**src/rtl/dca_product_accumulator_pkg.sv**
```systemverilog
// Shared definitions for the product accumulator: the tensor scalar width,
// the FSM state encoding and the signed saturation bounds at scalar width.
package dca_product_accumulator_pkg;

    // Tensor scalar width shared with the multiplier datapath.
    localparam int unsigned TENSOR_BW_SCALAR = 32;
    localparam int unsigned DEFAULT_BW_LENGTH = 16;
    localparam int unsigned DEFAULT_BW_GUARD  = 8;

    // Accumulator FSM: IDLE waits for a first beat, ACCUM collects the rest.
    typedef enum logic {
        ST_IDLE  = 1'b0,
        ST_ACCUM = 1'b1
    } acc_state_e;

    // Signed saturation bounds at the scalar width.
    localparam logic [TENSOR_BW_SCALAR-1:0] SCALAR_MAX = {1'b0, {(TENSOR_BW_SCALAR-1){1'b1}}};
    localparam logic [TENSOR_BW_SCALAR-1:0] SCALAR_MIN = {1'b1, {(TENSOR_BW_SCALAR-1){1'b0}}};

endpackage

```
**src/rtl/dca_signed_saturator.sv**
```systemverilog
// Clips a signed W_IN-bit value into the signed W_OUT-bit range.
// Ports: din_i (signed input), dout_c (clipped value), clip_c (1 when clipped).
module dca_signed_saturator #(
    parameter int unsigned W_IN  = 40,
    parameter int unsigned W_OUT = 32
) (
    input  logic [W_IN-1:0]  din_i,
    output logic [W_OUT-1:0] dout_c,
    output logic             clip_c
);

    localparam int unsigned W_TOP = W_IN - W_OUT + 1;

    // The value fits iff every bit from the output sign bit upward matches.
    logic [W_TOP-1:0] top_bits;
    logic             fits;

    assign top_bits = din_i[W_IN-1:W_OUT-1];
    assign fits     = (top_bits == '0) || (top_bits == '1);

    always_comb begin
        dout_c = din_i[W_OUT-1:0];
        clip_c = 1'b0;
        if (!fits) begin
            clip_c = 1'b1;
            dout_c = din_i[W_IN-1] ? {1'b1, {(W_OUT-1){1'b0}}}
                                   : {1'b0, {(W_OUT-1){1'b1}}};
        end
    end

endmodule

```
**src/rtl/dca_product_accumulator.sv**
```systemverilog
// Accumulates a stream of signed products into dot-product results of a
// configurable beat count, saturating each result to the scalar width and
// holding it in a single output register with valid/ready handshake.
// Ports: clk, rstnn (async active-low), enable (global advance), clear
// (synchronous flush), cfg_length (beats per product, 0 => 1), in_valid /
// in_value (product stream, no backpressure), out_valid / out_ready /
// out_result / out_saturated (result handshake), busy (in ACCUM),
// overrun (sticky result-dropped flag).
module dca_product_accumulator
    import dca_product_accumulator_pkg::*;
#(
    parameter int unsigned BW_SCALAR = TENSOR_BW_SCALAR,
    parameter int unsigned BW_LENGTH = DEFAULT_BW_LENGTH,
    parameter int unsigned BW_GUARD  = DEFAULT_BW_GUARD
) (
    input  logic                 clk,
    input  logic                 rstnn,
    input  logic                 enable,
    input  logic                 clear,
    input  logic [BW_LENGTH-1:0] cfg_length,
    input  logic                 in_valid,
    input  logic [BW_SCALAR-1:0] in_value,
    output logic                 out_valid,
    input  logic                 out_ready,
    output logic [BW_SCALAR-1:0] out_result,
    output logic                 out_saturated,
    output logic                 busy,
    output logic                 overrun
);

    localparam int unsigned BW_ACC = BW_SCALAR + BW_GUARD;

    acc_state_e           state_q, state_d;
    logic [BW_ACC-1:0]    acc_q, acc_d;
    logic [BW_LENGTH-1:0] cnt_q, cnt_d;
    logic [BW_LENGTH-1:0] len_q, len_d;
    logic                 out_valid_q, out_valid_d;
    logic [BW_SCALAR-1:0] out_result_q, out_result_d;
    logic                 out_sat_q, out_sat_d;
    logic                 overrun_q, overrun_d;

    logic [BW_LENGTH-1:0] len_eff_c;
    logic [BW_ACC-1:0]    in_ext_c;
    logic [BW_ACC-1:0]    sum_c;
    logic [BW_SCALAR-1:0] sat_value_c;
    logic                 sat_clip_c;
    logic                 final_beat_c;

    assign len_eff_c = (cfg_length == '0) ? BW_LENGTH'(1) : cfg_length;
    assign in_ext_c  = BW_ACC'($signed(in_value));
    // A first beat starts from zero, so a length-1 product is in_value alone.
    assign sum_c     = ((state_q == ST_ACCUM) ? acc_q : '0) + in_ext_c;

    dca_signed_saturator #(
        .W_IN  (BW_ACC),
        .W_OUT (BW_SCALAR)
    ) u_sat (
        .din_i  (sum_c),
        .dout_c (sat_value_c),
        .clip_c (sat_clip_c)
    );

    // State register and datapath registers.
    always_ff @(posedge clk or negedge rstnn) begin
        if (!rstnn) begin
            state_q      <= ST_IDLE;
            acc_q        <= '0;
            cnt_q        <= '0;
            len_q        <= '0;
            out_valid_q  <= 1'b0;
            out_result_q <= '0;
            out_sat_q    <= 1'b0;
            overrun_q    <= 1'b0;
        end else begin
            state_q      <= state_d;
            acc_q        <= acc_d;
            cnt_q        <= cnt_d;
            len_q        <= len_d;
            out_valid_q  <= out_valid_d;
            out_result_q <= out_result_d;
            out_sat_q    <= out_sat_d;
            overrun_q    <= overrun_d;
        end
    end

    // Next-state and datapath update.
    always_comb begin
        state_d      = state_q;
        acc_d        = acc_q;
        cnt_d        = cnt_q;
        len_d        = len_q;
        out_valid_d  = out_valid_q;
        out_result_d = out_result_q;
        out_sat_d    = out_sat_q;
        overrun_d    = overrun_q;
        final_beat_c = 1'b0;

        if (enable) begin
            if (clear) begin
                state_d     = ST_IDLE;
                acc_d       = '0;
                cnt_d       = '0;
                out_valid_d = 1'b0;
                overrun_d   = 1'b0;
            end else begin
                if (out_valid_q && out_ready) begin
                    out_valid_d = 1'b0;
                end
                if (in_valid) begin
                    unique case (state_q)
                        ST_IDLE: begin
                            len_d = len_eff_c;
                            if (len_eff_c == BW_LENGTH'(1)) begin
                                final_beat_c = 1'b1;
                            end else begin
                                acc_d   = in_ext_c;
                                cnt_d   = BW_LENGTH'(1);
                                state_d = ST_ACCUM;
                            end
                        end
                        ST_ACCUM: begin
                            if (cnt_q + BW_LENGTH'(1) == len_q) begin
                                final_beat_c = 1'b1;
                                state_d      = ST_IDLE;
                                cnt_d        = '0;
                                acc_d        = '0;
                            end else begin
                                acc_d = sum_c;
                                cnt_d = cnt_q + BW_LENGTH'(1);
                            end
                        end
                        default: state_d = ST_IDLE;
                    endcase
                    // Output register is free if empty or drained this cycle.
                    if (final_beat_c) begin
                        if (!out_valid_q || out_ready) begin
                            out_valid_d  = 1'b1;
                            out_result_d = sat_value_c;
                            out_sat_d    = sat_clip_c;
                        end else begin
                            overrun_d = 1'b1;
                        end
                    end
                end
            end
        end
    end

    assign out_valid     = out_valid_q;
    assign out_result    = out_result_q;
    assign out_saturated = out_sat_q;
    assign busy          = (state_q == ST_ACCUM);
    assign overrun       = overrun_q;

endmodule

```
**config.mk**
```make
export PLATFORM = sky130hd
export DESIGN_NAME = dca_product_accumulator
export DESIGN_NICKNAME = d
export VERILOG_FILES = /design/src/rtl/dca_product_accumulator_pkg.sv /design/src/rtl/dca_signed_saturator.sv /design/src/rtl/dca_product_accumulator.sv
export SDC_FILE = /design/constraint.sdc
export NUM_CORES = 1
export LEC_CHECK = 0
export ABC_AREA = 0
export BUFFER_PORTS_ARGS = -buffer_cell sky130_fd_sc_hd__buf_4
export CAP_MARGIN = 20
export CORE_MARGIN = 4
export CORE_UTILIZATION = 60
export CTS_CLUSTER_SIZE = 40
export DETAILED_ROUTE_END_ITERATION = 7
export PLACE_DENSITY_LB_ADDON = 0.05
export SKIP_LAST_GASP = 1
export SLEW_MARGIN = 0
export SYNTH_ARGS = -nofsm -noshare
export SYNTH_HDL_FRONTEND = slang
export SYNTH_HIERARCHICAL = 1
export SYNTH_SLANG_ARGS = --single-unit
```
**constraint.sdc**
```tcl
create_clock -name clk -period 5.21 [get_ports clk]
set_clock_uncertainty 0.15 [all_clocks]
set_input_delay 0.521 -clock clk [delete_from_list [all_inputs] [get_ports clk]]
set_output_delay 0.521 -clock clk [all_outputs]
set_load 0.005 [all_outputs]
```
=== Word-level counts from Yosys, hierarchy flattened ===
Index checks and enable logic that the tools add are counted.

* Word-level logic and storage cells: 65
* Register bits: 108

* Add/sub/neg operators: 2
* Bitwise gates (word level): 2
* Muxes and demuxes: 35
* Equal/unequal tests: 5
* Reductions and logical operators: 13

{| class="wikitable"
|+ Operator list
! cell !! count
|-
| $mux W40 || 5
|-
| $mux W16 || 5
|-
| $pmux W40 S2 || 1
|-
| $mux W32 || 2
|-
| $add A40 B40 Y40 || 1
|-
| $pmux W16 S2 || 1
|-
| $mux W1 || 19
|-
| $add A16 B1 Y16 const B || 1
|-
| $eq A16 B1 Y1 const B || 1
|-
| $eq A16 B16 Y1 || 1
|-
| $logic_not A16 Y1 || 1
|-
| $eq A9 B9 Y1 const B || 1
|-
| $logic_not A9 Y1 || 1
|-
| $reduce_and A4 Y1 || 2
|-
| $reduce_and A5 Y1 || 1
|-
| $pmux W1 S2 || 2
|-
| $reduce_bool A2 Y1 || 2
|-
| $ne A3 B3 Y1 const B || 1
|-
| $reduce_and A3 Y1 || 1
|-
| $logic_or A1 B1 Y1 || 2
|-
| $ne A2 B2 Y1 const B || 1
|-
| $not A1 Y1 || 2
|-
| $reduce_and A2 Y1 || 1
|-
| $logic_and A1 B1 Y1 || 1
|-
| $logic_not A1 Y1 || 1
|}

=== Logic depth before layout (Yosys ltp) ===
* Word-level depth: 11
* Mapped depth: 20
* Gate-level depth less buffers: 16

=== Hierarchy ===
Netlist, hierarchy kept.

{| class="wikitable"
|+ By module, submodules not included
! module !! area an instance (um^2) !! cells each !! instances
|-
| dca_product_accumulator || 7,651.1 || 805 || 1
|-
| dca_signed_saturator || 564.3 || 85 || 1
|}

=== Least setup slack after synthesis ===
OpenSTA, ideal clock, no wires.

* Kind: reg2reg
* Start point: register state_q (netlist: busy)
* End point: register out_sat_q (netlist: out_saturated)
* Library setup time: 0.125 ns
* Path slack: 0.994 ns
* Arrival: 3.941 ns
* Period minus slack after synthesis: 4.216 ns
* Cell stages (with the launch flop): 20
* Cell sequence: dfrtp_1 buf_2 clkbuf_1 and2_1 ha_1 inv_1 fa_1 nor2b_4 o2111a_1 o311a_1 or4b_1 a31oi_2 o21ai_2 a21oi_2 xnor2_1 nor4_1 nand2_1 buf_4 o21a_1 mux2_2

* Elaborated cells between the ends (all ways): 12

{| class="wikitable"
|+ RTL lines
! element !! RTL line !! text
|-
| start: declaration || dca_product_accumulator.sv:33 || <nowiki>acc_state_e state_q, state_d;</nowiki>
|-
| start signal: assignment || dca_product_accumulator.sv:75 || <nowiki>state_q <= state_d;</nowiki>
|-
| $mux W40 (*) || dca_product_accumulator.sv:52 || <nowiki>assign sum_c = ((state_q == ST_ACCUM) ? acc_q : '0) + in_ext_c;</nowiki>
|-
| $add A40 B40 Y40 (*) || dca_product_accumulator.sv:52 ||
|-
| via sum_c[34] || dca_product_accumulator.sv:44 || <nowiki>logic [BW_ACC-1:0] sum_c;</nowiki>
|-
| $eq A9 B9 Y1 or $logic_not A9 Y1 (tied branches) || dca_signed_saturator.sv:19 || <nowiki>assign fits = (top_bits == '0) || (top_bits == '1);</nowiki>
|-
| $logic_or A1 B1 Y1 (*) || dca_signed_saturator.sv:19 ||
|-
| $mux W1 (*) || dca_signed_saturator.sv:24 || <nowiki>if (!fits) begin</nowiki>
|-
| via sat_clip_c || dca_product_accumulator.sv:46 || <nowiki>logic sat_clip_c;</nowiki>
|-
| end signal: assignment || dca_product_accumulator.sv:81 || <nowiki>out_sat_q <= out_sat_d;</nowiki>
|-
| end: declaration || dca_product_accumulator.sv:39 || <nowiki>logic out_sat_q, out_sat_d;</nowiki>
|}

Mark *: on every way through the listed nets, which the timed path passes. The rest lies on a longest branch. The select of a mux whose other input is x is not followed.
A chain may end at the register's enable or synchronous reset.

=== Final worst setup path ===
* Start point: register state_q (netlist: busy)
* End point: register out_result_q[27] (netlist: out_result[27])

* Elaborated cells between the ends (all ways): 13

{| class="wikitable"
|+ RTL lines
! element !! RTL line !! text
|-
| $mux W40 (*) || dca_product_accumulator.sv:52 ||
|-
| $add A40 B40 Y40 (*) || dca_product_accumulator.sv:52 ||
|-
| via sum_c[38] || dca_product_accumulator.sv:44 ||
|-
| $eq A9 B9 Y1 or $logic_not A9 Y1 (tied branches) || dca_signed_saturator.sv:19 ||
|-
| $logic_or A1 B1 Y1 (*) || dca_signed_saturator.sv:19 ||
|-
| $mux W32 (*) || dca_signed_saturator.sv:24 ||
|-
| via sat_value_c[27] || dca_product_accumulator.sv:45 || <nowiki>logic [BW_SCALAR-1:0] sat_value_c;</nowiki>
|-
| end signal: assignment || dca_product_accumulator.sv:80 || <nowiki>out_result_q <= out_result_d;</nowiki>
|-
| end: declaration || dca_product_accumulator.sv:38 || <nowiki>logic [BW_SCALAR-1:0] out_result_q, out_result_d;</nowiki>
|}

Marks and branches as above.

==> impl_metrics.env <==
export IMPL_p_seq_frac=0.378
export IMPL_grt_ovfl_total=0
export IMPL_yosys_top_cells_area="dfrtp_1, ha_1, mux2_4, xnor2_1, a21oi_1"
export IMPL_peakVddDrop_mv=0.2375
export IMPL_fillers=1081
export IMPL_drc=0
export IMPL_grt_max_degree=56
export IMPL_p_leak_nw=4.474
export IMPL_clock_sinks=108
export IMPL_hold_viol=0
export IMPL_finalPower_w=0.002702
export IMPL_synth_distinct_cells=75
export IMPL_required_ns=5.36
export IMPL_setup_tns_final_ns=0
export IMPL_clkPwrFrac=0.273
export IMPL_crit_top_cell="buf_4"
export IMPL_regToRegSetupSlack_ns=0.43
export IMPL_hold_path_class="in2async"
export IMPL_dieWidth_um=125.0
export IMPL_slew_violations=0
export IMPL_arrival_ns=4.93
export IMPL_diodes=0
export IMPL_async_flop_share=1.000
export IMPL_postRouteAntennaNets=0
export IMPL_layout_min_cycle_time_ns=4.780
export IMPL_ys_seq_area_frac=0.3290
export IMPL_synth_top_area_cell="dfrtp_1"
export IMPL_io_pins=90
export IMPL_p_per_area_nw_per_um2=290.9
export IMPL_grt_usage=0.2773
export IMPL_rr_endpoint="out_result[27]"
export IMPL_post_cts_buffers=0
export IMPL_internal_power_w=0.001771
export IMPL_max_freq_mhz=209.2
export IMPL_rows=42
export IMPL_criticalPathCategory="reg2reg"
export IMPL_place_ws_ns=0.5838
export IMPL_synthToLayoutAreaGrowth_pct=13.05
export IMPL_final_nets=1048
export IMPL_finalSetupViolCount=0
export IMPL_gp_congestion=0.9331
export IMPL_fin_cells=1133
export IMPL_dp_cells=1117
export IMPL_outcome="finished clean"
export IMPL_grt_pass1_vias=7162
export IMPL_netlist_area_sq_um=8215
export IMPL_synthTopCellsByCount="dfrtp_1, nand2_1, a21oi_1"
export IMPL_fin_crit_sh=0.9174
export IMPL_die_y_um=125.0
export IMPL_coreArea_sq_um=13350
export IMPL_wl_um=21750
export IMPL_r2r_start="busy"
export IMPL_critPathMaxStageDelay_ns=0.68
export IMPL_num_vias=7240
export IMPL_portBuffers=89
export IMPL_cts_htree_levels=3
export IMPL_p_sw_w=0.0009311
export IMPL_fin_ws_ns=0.4304
export IMPL_clock_latency_ns=0.36
export IMPL_root_buffer="clkbuf_16"
export IMPL_pwr_share_comb=0.349
export IMPL_crit_path_max_fanout=23
export IMPL_synth_edf_count=0
export IMPL_syn_inst=890
export IMPL_swShare=0.3446
export IMPL_hold_buffers=0
export IMPL_start_util=0.6155
export IMPL_cts_path_max_buffers=2
export IMPL_max_cap_violations=0
export IMPL_cts_tree="built"
export IMPL_ys_ff_latch=108
export IMPL_ys_warn_count=6
export IMPL_maxSlewHeadroom=0.4237
export IMPL_avgViaCountPerCell=6.390
export IMPL_start_kind="register"
export IMPL_final_layout_size_suffix_gt1_frac=0.1975
export IMPL_path_cells="buf_4 -> and2_1 -> ha_1 -> a21oi_1 -> o21ai_0 -> nor2_1 -> or4b_1 -> a31oi_2 -> o211ai_1 -> nand2_1 -> xnor2_1 -> and4_1 -> buf_4 -> nand3_1 -> a2bb2oi_1 -> mux2_4"
export IMPL_rr_worst_depth=16
export IMPL_clkTransAtPathRegs_ns=0.07
export IMPL_syn_num_nets=985
export IMPL_avgSynthCellArea_sq_um=9.231
export IMPL_synth_most_common_cell="dfrtp_1"
export IMPL_end_kind="register"
export IMPL_crit_slowest_cell="dfrtp_1"
export IMPL_die_area_sq_um=15630
export IMPL_antenna_found_initial=0
export IMPL_cts_resized=0
export IMPL_grt_pass1_wl_um=36150
export IMPL_cp_startpoint="busy"
export IMPL_finish_utilization=0.6958
export IMPL_tightest_slew_ns=0.8644
export IMPL_dr_pass1_iters=7
export IMPL_endpoint="out_result[27]"
export IMPL_place_detailed_hpwl_um=16000
export IMPL_yosys_area_top_type_share=0.3290
export IMPL_numCtsBuffers=9
export IMPL_rsz0062_at_grt="false"
export IMPL_synth_top_flop_cell="dfrtp_1"
export IMPL_drtIter0Drc=705
export IMPL_wl_per_cell_um=19.20
-- per-stage QoR --
stage	instance area (sq um)	hold WS, ns
3_5_place_dp	8954	0.3203
4_1_cts	9260	0.08691
5_1_grt	9288	0.1366
6_report	9288	0.05818
2_1_floorplan	8215	0.07541
3_3_place_gp	8954	0.3140
-- layout make-up --
| cell class | instances | area, sq um | share of cell area |
|---|---|---|---|
| clock buffer | 11 | 232.7 | 0.02506 |
| clock inverter | 4 | 73.82 | 0.007948 |
| inverter | 42 | 157.7 | 0.01697 |
| multi-input combinational | 687 | 5080 | 0.5469 |
| sequential | 108 | 2703 | 0.2910 |
| tap | 176 | 220.2 | 0.02371 |
| timing repair buffer | 105 | 820.8 | 0.08837 |
-- worst min-delay path by stage --
stage	end	slack [ns]	cells past startpoint	startpoint
floorplan	acc_q[0]	0.08	0	rstnn
global placement	acc_q[23]	0.31	2	acc_q[23]
detailed placement	acc_q[7]	0.32	2	acc_q[7]
CTS	acc_q[27]	0.09	1	rstnn
global route	acc_q[29]	0.14	1	rstnn
finish	acc_q[29]	0.06	1	rstnn
-- cell families after synthesis --
kind of cell	count (synthesis)	share of synthesized area
multiplexers	51	0.08346
flip-flops	108	0.3290
buffers and inverters	95	0.05681
XOR/XNOR	61	0.06503
adder cells (fa/ha/maj)	41	0.06336
AND/OR/NAND/NOR	278	0.1806
AO/OA/AOI/OAI	256	0.2217
-- critical path, delay by kind of cell (launching register included) --
kind	cells	cell delay [ns]
fa+ha+maj	1	0.27
compound gates	5	1.12
flops	1	0.68
buf+inv	2	0.64
simple gates	6	1.48
xor+xnor	1	0.18
mux	1	0.18
-- flip-flops by register name (all words and copies together), names as in the netlist --
register,count
out_result,32
len_q,16
out_saturated,1
busy,1
cnt_q,16
overrun,1
out_valid,1
acc_q,40
-- routing by layer --
metal | GRT usage | share of wire | up-vias
met2 | 0.4612 | 0.47 | 262
met5 | 0 | 0 | -
met1 | 0.3802 | 0.46 | 3531
met4 | 0.08036 | 0.013 | 0
met3 | 0.03923 | 0.057 | 24
li1 | - | - | 3423
-- power by group through the flow --
stage | registers, W | clock network, W | logic, W
after floorplan | 0.00100 | 0 | 0.000693
after global placement | 0.00103 | 0 | 0.000904
after detailed placement | 0.00103 | 0 | 0.000925
after CTS | 0.00102 | 0.000746 | 0.000931
after global routing | 0.00103 | 0.000787 | 0.00104
final | 0.00102 | 0.000738 | 0.000943
-- cell usage in the layout (no fill, tap or decap), types with 12 or more instances in the layout --
master | netlist | final
dfrtp_1 | 108 | 108
buf_4 | 11 | 103
nand2_1 | 67 | 67
a21oi_1 | 56 | 56
nand3_1 | 51 | 51
nor2_1 | 42 | 42
inv_1 | 41 | 41
and2_1 | 41 | 41
xnor2_1 | 41 | 40
o21ai_0 | 41 | 40
ha_1 | 40 | 40
a2bb2oi_1 | 31 | 31
mux2_4 | 30 | 30
a21o_1 | 25 | 25
a222oi_1 | 24 | 24
xor2_1 | 20 | 20
mux2_2 | 20 | 20
nand4_1 | 13 | 13
nor3_1 | 12 | 12
Power figures use the tool's default switching activity.
